`config.mk`:
```
export PLATFORM = sky130hd
export DESIGN_NAME = immgen_stage
export DESIGN_NICKNAME = d
export VERILOG_FILES = /design/src/rtl/immgen_stage.sv
export SDC_FILE = /design/constraint.sdc
export NUM_CORES = 1
export LEC_CHECK = 0
export BUFFER_PORTS_ARGS = -buffer_cell sky130_fd_sc_hd__buf_2
export CAP_MARGIN = 10
export CORE_AREA = 2 2 124 126
export DETAILED_ROUTE_END_ITERATION = 16
export DIE_AREA = 0 0 126 128
export SKIP_LAST_GASP = 1
export SLEW_MARGIN = 25
export SYNTH_ARGS = -nofsm -noshare
export SYNTH_HDL_FRONTEND = slang
export SYNTH_SLANG_ARGS = --single-unit
```
`constraint.sdc`:
```
create_clock -name clk -period 6.4 [get_ports clk]
set_input_delay 0.32 -clock clk [delete_from_list [all_inputs] [get_ports clk]]
set_output_delay 0.32 -clock clk [all_outputs]
set_load 0.05 [all_outputs]
```
`src/rtl/immgen_stage.sv`:
```
// immgen_stage: decodes the immediate of an RV32/RV64 instruction and
// queues it with its format tag and raw word in a small in-order FIFO.
// Parameters: XLEN (32 or 64), DEPTH (2 or 4).
// Optional macro IMMGEN_CSR_ZIMM_EN: decode the SYSTEM opcode (CSR
// immediate Z format and register-form CSR I immediates).
module immgen_stage #(
  parameter int XLEN  = 32,
  parameter int DEPTH = 2
) (
  input  logic            clk,
  input  logic            rst,
  input  logic            flush_i,
  input  logic            in_valid_i,
  output logic            in_ready_o,
  input  logic [31:0]     in_inst_i,
  output logic            out_valid_o,
  input  logic            out_ready_i,
  output logic [XLEN-1:0] out_imm_o,
  output logic [2:0]      out_fmt_o,
  output logic [31:0]     out_inst_o
);

  localparam int PW = (DEPTH == 4) ? 2 : 1;
  localparam int CW = PW + 1;
  localparam logic [CW-1:0] DEPTH_C = CW'(DEPTH);

  typedef enum logic [2:0] {
    FMT_NONE = 3'd0,
    FMT_I    = 3'd1,
    FMT_S    = 3'd2,
    FMT_B    = 3'd3,
    FMT_U    = 3'd4,
    FMT_J    = 3'd5,
    FMT_Z    = 3'd6
  } fmt_e;

  generate
    if (!(XLEN == 32 || XLEN == 64)) begin : g_bad_xlen
      $error("immgen_stage: XLEN must be 32 or 64");
    end
    if (!(DEPTH == 2 || DEPTH == 4)) begin : g_bad_depth
      $error("immgen_stage: DEPTH must be 2 or 4");
    end
  endgenerate

  // Sign-extend a 32-bit immediate to the datapath width.
  function automatic logic [XLEN-1:0] sext32(input logic [31:0] v);
    logic signed [31:0] s;
    s = signed'(v);
    return XLEN'(s);
  endfunction

  logic [31:0]     dec_raw;
  logic [2:0]      dec_fmt;
  logic [XLEN-1:0] dec_imm;
  logic            i31;

  assign i31 = in_inst_i[31];

  // Combinational immediate decode of the incoming instruction.
  always_comb begin
    dec_raw = '0;
    dec_fmt = FMT_NONE;
    case (in_inst_i[6:0])
      7'b1100111, 7'b0000011, 7'b0010011: begin
        dec_fmt = FMT_I;
        dec_raw = {{20{i31}}, in_inst_i[31:20]};
      end
      7'b0011011: begin
        if (XLEN == 64) begin
          dec_fmt = FMT_I;
          dec_raw = {{20{i31}}, in_inst_i[31:20]};
        end
      end
      7'b0100011: begin
        dec_fmt = FMT_S;
        dec_raw = {{20{i31}}, in_inst_i[31:25], in_inst_i[11:7]};
      end
      7'b1100011: begin
        dec_fmt = FMT_B;
        dec_raw = {{19{i31}}, i31, in_inst_i[7], in_inst_i[30:25],
                   in_inst_i[11:8], 1'b0};
      end
      7'b0110111, 7'b0010111: begin
        dec_fmt = FMT_U;
        dec_raw = {in_inst_i[31:12], 12'b0};
      end
      7'b1101111: begin
        dec_fmt = FMT_J;
        dec_raw = {{11{i31}}, i31, in_inst_i[19:12], in_inst_i[20],
                   in_inst_i[30:21], 1'b0};
      end
`ifdef IMMGEN_CSR_ZIMM_EN
      7'b1110011: begin
        case (in_inst_i[14:12])
          3'b101, 3'b110, 3'b111: begin
            dec_fmt = FMT_Z;
            dec_raw = {27'b0, in_inst_i[19:15]};
          end
          3'b001, 3'b010, 3'b011: begin
            dec_fmt = FMT_I;
            dec_raw = {{20{i31}}, in_inst_i[31:20]};
          end
          default: begin
            dec_fmt = FMT_NONE;
            dec_raw = '0;
          end
        endcase
      end
`endif
      default: begin
        dec_fmt = FMT_NONE;
        dec_raw = '0;
      end
    endcase
    dec_imm = sext32(dec_raw);
  end

`ifndef IMMGEN_CSR_ZIMM_EN
  // funct3 only matters for the CSR decode.
  logic unused_funct3;
  assign unused_funct3 = ^in_inst_i[14:12];
`endif

  logic [XLEN-1:0] imm_mem_q  [DEPTH];
  logic [2:0]      fmt_mem_q  [DEPTH];
  logic [31:0]     inst_mem_q [DEPTH];

  logic [PW-1:0] wr_ptr_q, wr_ptr_d;
  logic [PW-1:0] rd_ptr_q, rd_ptr_d;
  logic [CW-1:0] count_q, count_d;
  logic          push, pop;

  assign in_ready_o  = (count_q < DEPTH_C);
  assign out_valid_o = (count_q != '0);
  assign push        = in_valid_i & in_ready_o;
  assign pop         = out_valid_o & out_ready_i;

  // Next-state for pointers and occupancy; flush wins over push/pop.
  always_comb begin
    wr_ptr_d = wr_ptr_q;
    rd_ptr_d = rd_ptr_q;
    count_d  = count_q;
    if (flush_i) begin
      wr_ptr_d = '0;
      rd_ptr_d = '0;
      count_d  = '0;
    end else begin
      if (push) wr_ptr_d = wr_ptr_q + PW'(1);
      if (pop)  rd_ptr_d = rd_ptr_q + PW'(1);
      case ({push, pop})
        2'b10:   count_d = count_q + CW'(1);
        2'b01:   count_d = count_q - CW'(1);
        default: count_d = count_q;
      endcase
    end
  end

  // Control state register with asynchronous reset.
  always_ff @(posedge clk or posedge rst) begin
    if (rst) begin
      wr_ptr_q <= '0;
      rd_ptr_q <= '0;
      count_q  <= '0;
    end else begin
      wr_ptr_q <= wr_ptr_d;
      rd_ptr_q <= rd_ptr_d;
      count_q  <= count_d;
    end
  end

  // Entry payload storage; written on an accepted, non-flushed push.
  always_ff @(posedge clk) begin
    if (push && !flush_i) begin
      imm_mem_q[wr_ptr_q]  <= dec_imm;
      fmt_mem_q[wr_ptr_q]  <= dec_fmt;
      inst_mem_q[wr_ptr_q] <= in_inst_i;
    end
  end

  // Head entry drives the outputs; an empty buffer reads as zero.
  always_comb begin
    out_imm_o  = '0;
    out_fmt_o  = FMT_NONE;
    out_inst_o = '0;
    if (out_valid_o) begin
      out_imm_o  = imm_mem_q[rd_ptr_q];
      out_fmt_o  = fmt_mem_q[rd_ptr_q];
      out_inst_o = inst_mem_q[rd_ptr_q];
    end
  end

endmodule

```
==> results of run 1 <==
==> cell families after synthesis <==
kind of cell	Yosys count	synth area share
AOI/OAI and AO/OA	39	0.04948
xor gates and xnor gates	2	0.003013
buffers and inverters	31	0.02732
DFF	138	0.7091
muxes	69	0.1188
and+or+nand+nor	114	0.09230
==> flip-flops by register name, indices dropped and copies added, names as in the netlist <==
name,cells
imm_mem_q,64
inst_mem_q,64
count_q,2
fmt_mem_q,6
wr_ptr_q,1
rd_ptr_q,1
==> cell usage after synthesis, drive strengths merged <==
library cell  instances  share of area
a31oi                 1         0.0011
nand2b                3         0.0032
xor2                  2         0.0030
edfxtp              134           0.69
mux2i                69           0.12
nor2                 72          0.046
and2                  1         0.0011
and3b                 3         0.0047
nor2b                 9         0.0097
nand3                12          0.010
nand3b                1         0.0013
buf                  16          0.018
nand2                 4         0.0026
and4b                 1         0.0017
o311ai                1         0.0015
a22oi                 1         0.0037
o211ai                1         0.0013
and4bb                1         0.0028
o2111a                1         0.0019
a21oi                 2         0.0017
and3                  1         0.0011
a22o                  5         0.0075
nor3b                 1         0.0013
nor3                  3         0.0026
or3b                  1         0.0019
inv                   7         0.0045
o221ai                1         0.0015
a21boi                1         0.0032
a21o                  9          0.012
o21ai                15          0.013
clkbuf                8         0.0052
o2111ai               1         0.0015
dfrtp                 4          0.017
nand4b                1         0.0015
==> through the flow <==
step             util  hold WS [ps]  power (mW)  cells  worst slack [ps]
2_1_floorplan       -         86.08       1.315    393             230.6
3_3_place_gp   0.4370         216.6       1.394    666              3946
4_1_cts        0.4801         92.81       2.433    699              3473
5_1_grt        0.4801         101.6       2.492    699              3372
6_report       0.4801         112.3       2.409    699              3538
3_5_place_dp   0.4370         223.3       1.397    666              3926
==> layout make-up <==
cell class,count,share of cell area
clock buffer,18,0.06013
clock inverter,14,0.02840
inverter,7,0.003682
multi-input combinational,224,0.2172
sequential,138,0.5784
tap,188,0.03296
timing repair buffer,110,0.07924
==> layer usage <==
metal / vias to the layer above / share of wire / global-route usage
met3: 15 / 0.044 / 0.04174
met2: 78 / 0.48 / 0.2340
met4: 0 / 0.015 / 0.06012
met1: 1638 / 0.46 / 0.1949
met5: - / 0 / 0
li1: 1673 / - / -
==> how the worst max path moves through the flow <==
stage | endpoint | slack [ps] | depth (start not counted)
2_1_floorplan | fmt_mem_q[1][0] | 230 | 2
3_3_place_gp | out_imm_o[22] | 3950 | 4
3_5_place_dp | out_imm_o[22] | 3930 | 4
4_1_cts | out_imm_o[22] | 3470 | 4
5_1_grt | out_imm_o[11] | 3370 | 4
6_report | out_imm_o[24] | 3540 | 4
==> power breakdown <==
group	total [mW]	leakage [nW]	internal (mW)	switching, mW
Sequential	1.05	1.33	1.03	0.0184
Clock	1.04	0.298	0.685	0.350
Combinational	0.326	1.13	0.0827	0.243
==> impl_metrics.py, run 1 <==
metrics = {
    "outcome": {
        "status": "completed",
    },
    "grt": {
        "antenna_found_initial": 0,
        "grt_max_degree": 69,
        "grt_pass1_wl_mm": 18.18,
        "globalRouteOverflowTotal": 0,
        "grt_pass1_vias": 3418,
        "grt.total_usage": 0.1483,
    },
    "yosys": {
        "yosysSeqAreaShare": 0.7091,
        "syn_inst": 393,
        "synth_seq_cells": 138,
        "synth_nets": 430,
        "synth_area_um2": 5816,
        "synth_cell_type_count": 38,
        "syn_area_per_cell_um2": 14.80,
        "synth_warnings": 0,
    },
    "timing": {
        "setup-violations-final": 0,
        "worst_pin_slew_ps": 927.0,
        "fin_crit_sh": 0.4472,
        "period_needed_ps": 2862,
        "rsz0062_at_grt": "no",
        "relSlewSlack": 0.3820,
        "fin_skew_ps": 5.453,
        "drv_slew": 0,
        "hold_viol_final": 0,
        "fmax_mhz": 349.4,
        "fin_tns_setup_ps": 0,
    },
    "setup_path": {
        "slowest_stage": "dfrtp_4",
        "critPathKind": "reg2out",
        "cp_data_required_time_ps": 6080,
        "crit_path_max_fanout": 38,
        "reg2regPathDepth": 3,
        "critPathLaunchType": "register",
        "ff2ff_setup_slack_ps": 4310,
        "setup.worst_path.start": "rd_ptr_q",
        "critPathTopFamily": "buffers and inverters",
        "path_buf_inv": 2,
        "setup.worst_path.end_class": "output pin",
        "critPathArrivalTime_ps": 2540,
        "rr_startpoint": "count_q[1]",
        "worst_r2r_endpoint": "imm_mem_q[1][21]",
        "cpPeakStageDelay_ps": 790,
        "crit_chain": "buf_4, mux2i_1, nor2_1, buf_2",
    },
    "power": {
        "cellLeakagePower_nw": 2.756,
        "power.density_nw_per_um2": 337.5,
        "vdd_drop_max_mv": 0.1685,
    },
    "die": {
        "dieArea_um2": 16130,
        "coreArea_um2": 14860,
        "start_util": 0.3912,
        "fp-row-count": 45,
        "fp.dieH_um": 128,
        "dieWidth_um": 126,
        "ios": 106,
    },
    "routing": {
        "drt_pass1_iterations": 4,
        "wl_per_cell_um": 16.57,
        "drt-initial-drc-count": 220,
        "viasPerCell": 4.870,
        "ant_nets": 0,
        "num_vias": 3404,
        "drc_errors": 0,
        "wl_mm": 11.58,
    },
    "hold_path": {
        "hp-class": "in2reg",
        "hold_path_startpoint": "in_inst_i[14]",
        "hold_depth": 1,
        "worstHoldEndpoint": "inst_mem_q[0][14]",
    },
    "cells_and_area": {
        "layout_common_cells": "edfxtp_1 (134), buf_2 (105), nor2_1 (71)",
        "layout_commonest_cell": "edfxtp_1",
        "final_nets": 535,
        "multi_input_area_um2": 1550,
        "areaGrowthSynthToFinish_pct": 22.72,
        "layout.area.seq_um2": 4128,
        "diodes": 0,
        "final_cell_area_um2": 7137,
        "fillers": 1366,
        "drive_gt1_frac": 0.2857,
    },
    "placement": {
        "io_buffers": 105,
        "gp_congestion": 0.7424,
        "place_area_um2": 6495,
        "dp_hpwl_mm": 7.248,
    },
    "clock_tree": {
        "clockBufferDepth": 2,
        "ctsHtreeMaxLevel": 4,
        "cts.repair.resized": 0,
        "numCtsBuffers": 17,
        "cts_setup_buffers": 0,
        "clkLatencyLatePin_ps": 410,
        "clkTransAtPathRegs_ps": 60,
        "cts_hold_buf": 1,
        "cts_tree": "built",
        "clock_sink_count": 138,
        "root_buffer": "clkbuf_16",
    },
    "job": {
        "drv_cap": 0,
    },
}
Note: power is estimated with default switching activity, not from simulation.
==> run 2, diff against run 1 <==
Settings changed: ABC_AREA from default to 1, CORE_AREA 2 2 124 126 to 2 2 125 127, DIE_AREA 0 0 126 128 to 0 0 127 129.
Clock period 6.4 ns to 2.9 ns, I/O delays scaled along.
==> impl_metrics.py, run 2 <==
metrics = {
    "timing": {
        "hold_viol_final": 0,
        "period_needed_ps": 2255,
        "setup-violations-final": 0,
        "fmax_mhz": 443.4,
        "fin_crit_sh": 0.7777,
        "rsz0062_at_grt": "no",
        "drv_slew": 0,
        "relSlewSlack": 0.4879,
        "worst_pin_slew_ps": 768.1,
        "fin_skew_ps": 5.638,
        "fin_ws_ps": 644.8,
    },
    "routing": {
        "wl_per_cell_um": 16.30,
        "ant_nets": 0,
        "wl_mm": 13.76,
        "drt_pass1_iterations": 4,
        "drc_errors": 0,
        "num_vias": 4148,
        "drt-initial-drc-count": 211,
        "viasPerCell": 4.915,
    },
    "cells_and_area": {
        "layout_common_cells": "nand2_1 (176), edfxtp_1 (134), buf_2 (105)",
        "final_cells": 844,
        "areaGrowthSynthToFinish_pct": 27.76,
        "reg_top3": "imm_mem_q x64, inst_mem_q x64, fmt_mem_q x6",
        "utilization": 0.5007,
        "drive_gt1_frac": 0.2851,
        "diodes": 0,
        "fillers": 1369,
        "final_nets": 681,
        "layout_commonest_cell": "nand2_1",
        "final_cell_area_um2": 7498,
    },
    "grt": {
        "antenna_found_initial": 0,
        "globalRouteOverflowTotal": 0,
        "grt_pass1_vias": 4181,
        "grt_max_degree": 69,
        "grt.total_usage": 0.1752,
        "grt_pass1_wl_mm": 21.73,
    },
    "clock_tree": {
        "cts_setup_buffers": 0,
        "clock_sink_count": 138,
        "clkTransAtPathRegs_ps": 60,
        "ctsHtreeMaxLevel": 4,
        "numCtsBuffers": 17,
        "root_buffer": "clkbuf_16",
        "cts_tree": "built",
        "cts.repair.resized": 0,
        "cts_hold_buf": 33,
        "clkLatencyLatePin_ps": 410,
        "clockBufferDepth": 2,
    },
    "yosys": {
        "synth-compound-area-share": 0.06054,
        "synth_area_leaders": "edfxtp_1 (69%), nand2_1 (11%), a21oi_1 (5.8%), nand3_2 (3.4%), nand3_1 (2.0%)",
        "synth.area.mux_share": 0,
        "ys_top_cells_by_count": "nand2_1 (176), edfxtp_1 (134), a21oi_1 (68)",
        "synth-simple-area-share": 0.1978,
        "synth_nets": 546,
        "synth_edf_count": 134,
        "ys.flop_type": "edfxtp_1",
        "synth.most_common_cell": "nand2_1",
        "yosysSeqAreaShare": 0.7026,
        "synth_seq_cells": 138,
        "synth_top_area_cell": "edfxtp_1",
        "synth_warnings": 0,
        "syn_inst": 509,
        "synthArstFlopShare": 0.02899,
        "synth_top_family_by_area": "simple AND/OR/NAND/NOR gates",
        "synth_top_area_frac": 0.6856,
        "syn_area_per_cell_um2": 11.53,
        "synth_xor_area_frac": 0,
        "synthAdderAreaFrac": 0,
        "synth_area_um2": 5869,
        "synth_cell_type_count": 18,
    },
    "setup_path": {
        "crit_path_max_fanout": 67,
        "critPathArrivalTime_ps": 2110,
        "cp_data_required_time_ps": 2760,
        "setup.worst_path.end_class": "output pin",
        "critPathKind": "reg2out",
        "critPathLaunchType": "register",
    },
    "hold_path": {
        "hp-class": "in2reg",
    },
    "die": {
        "coreArea_um2": 14980,
        "start_util": 0.3919,
        "dieArea_um2": 16380,
        "dieWidth_um": 127,
        "ios": 106,
        "fp.dieH_um": 129,
        "fp-row-count": 45,
    },
    "placement": {
        "gp_congestion": 0.7418,
        "dp_hpwl_mm": 8.071,
        "place_area_um2": 6583,
        "post-place-ws_ps": 1029,
        "dpl.cell_count": 780,
        "io_buffers": 105,
    },
    "power": {
        "power.density_nw_per_um2": 852.3,
        "cellLeakagePower_nw": 3.250,
        "power_mw": 6.391,
        "vdd_drop_max_mv": 0.4078,
    },
    "job": {
        "drv_cap": 0,
    },
    "outcome": {
        "status": "completed",
    },
}
-- run 2: cell types whose count changed after synthesis, sizes merged, moves of 4 or more --
cell | before | now
a21oi | 2 | 68
inv | 7 | 22
mux2i | 69 | 0
nand3 | 12 | 44
o21ai | 15 | 3
clkbuf | 8 | 12
nor2 | 72 | 19
a22o | 5 | 0
nor2b | 9 | 0
a21o | 9 | 0
nand2 | 4 | 188
-- run 2: critical path: stages (launching register included) --
cell and delay [ps]:
dfrtp_2 360, buf_4 560, nand2_1 110, a21oi_1 280, buf_2 320
-- run 2: cell type report --
cell class                      instances  area (µm²)  area share
Timing Repair Buffer                  143       930.9      0.1241
Multi-Input combinational cell        322        1541      0.2056
Clock inverter                         13       153.9     0.02052
Clock buffer                           18       429.2     0.05723
Inverter                               22       82.58     0.01101
Tap cell                              188       235.2     0.03137
Sequential cell                       138        4125      0.5501
-- run 2: cells by family (layout without fill, tap and decap cells) --
logic type,after synthesis,after routing
AND/OR/NAND/NOR,251,251
flip-flops,138,138
buffers and inverters,49,196
AO/OA/AOI/OAI,71,71
-- run 2: final timing paths --
path	from	end	cells after the start	slack, ps
worst max-delay path	rd_ptr_q	out_fmt_o[0]	4	640
worst min-delay path	in_inst_i[31]	inst_mem_q[0][31]	1	50
max in group asynchronous	rst	rd_ptr_q	3	2550
min in group asynchronous	rst	count_q[1]	3	170
worst min register to register	wr_ptr_q	wr_ptr_q	1	590
worst max register to register	count_q[1]	inst_mem_q[1][2]	6	1150
-- run 2: stage by stage --
stage | hold WS (ps) | setup TNS (ps)
floorplan | -88.92 | -22410
global placement | 32.50 | 0
detailed placement | 48.51 | 0
CTS | 32.18 | 0
global route | 42.84 | 0
finish | 51.63 | 0
-- run 2: routing by layer --
metal	share of wire	GRT usage
met2	0.49	0.2925
met4	0.021	0.07046
met3	0.044	0.04241
met1	0.44	0.2214
met5	0	0
-- run 2: where the power goes --
group / total, mW / internal (mW) / switching [mW]
Clock: 2.13 / 1.34 / 0.787
Combinational: 1.91 / 0.377 / 1.53
Sequential: 2.36 / 2.32 / 0.0388
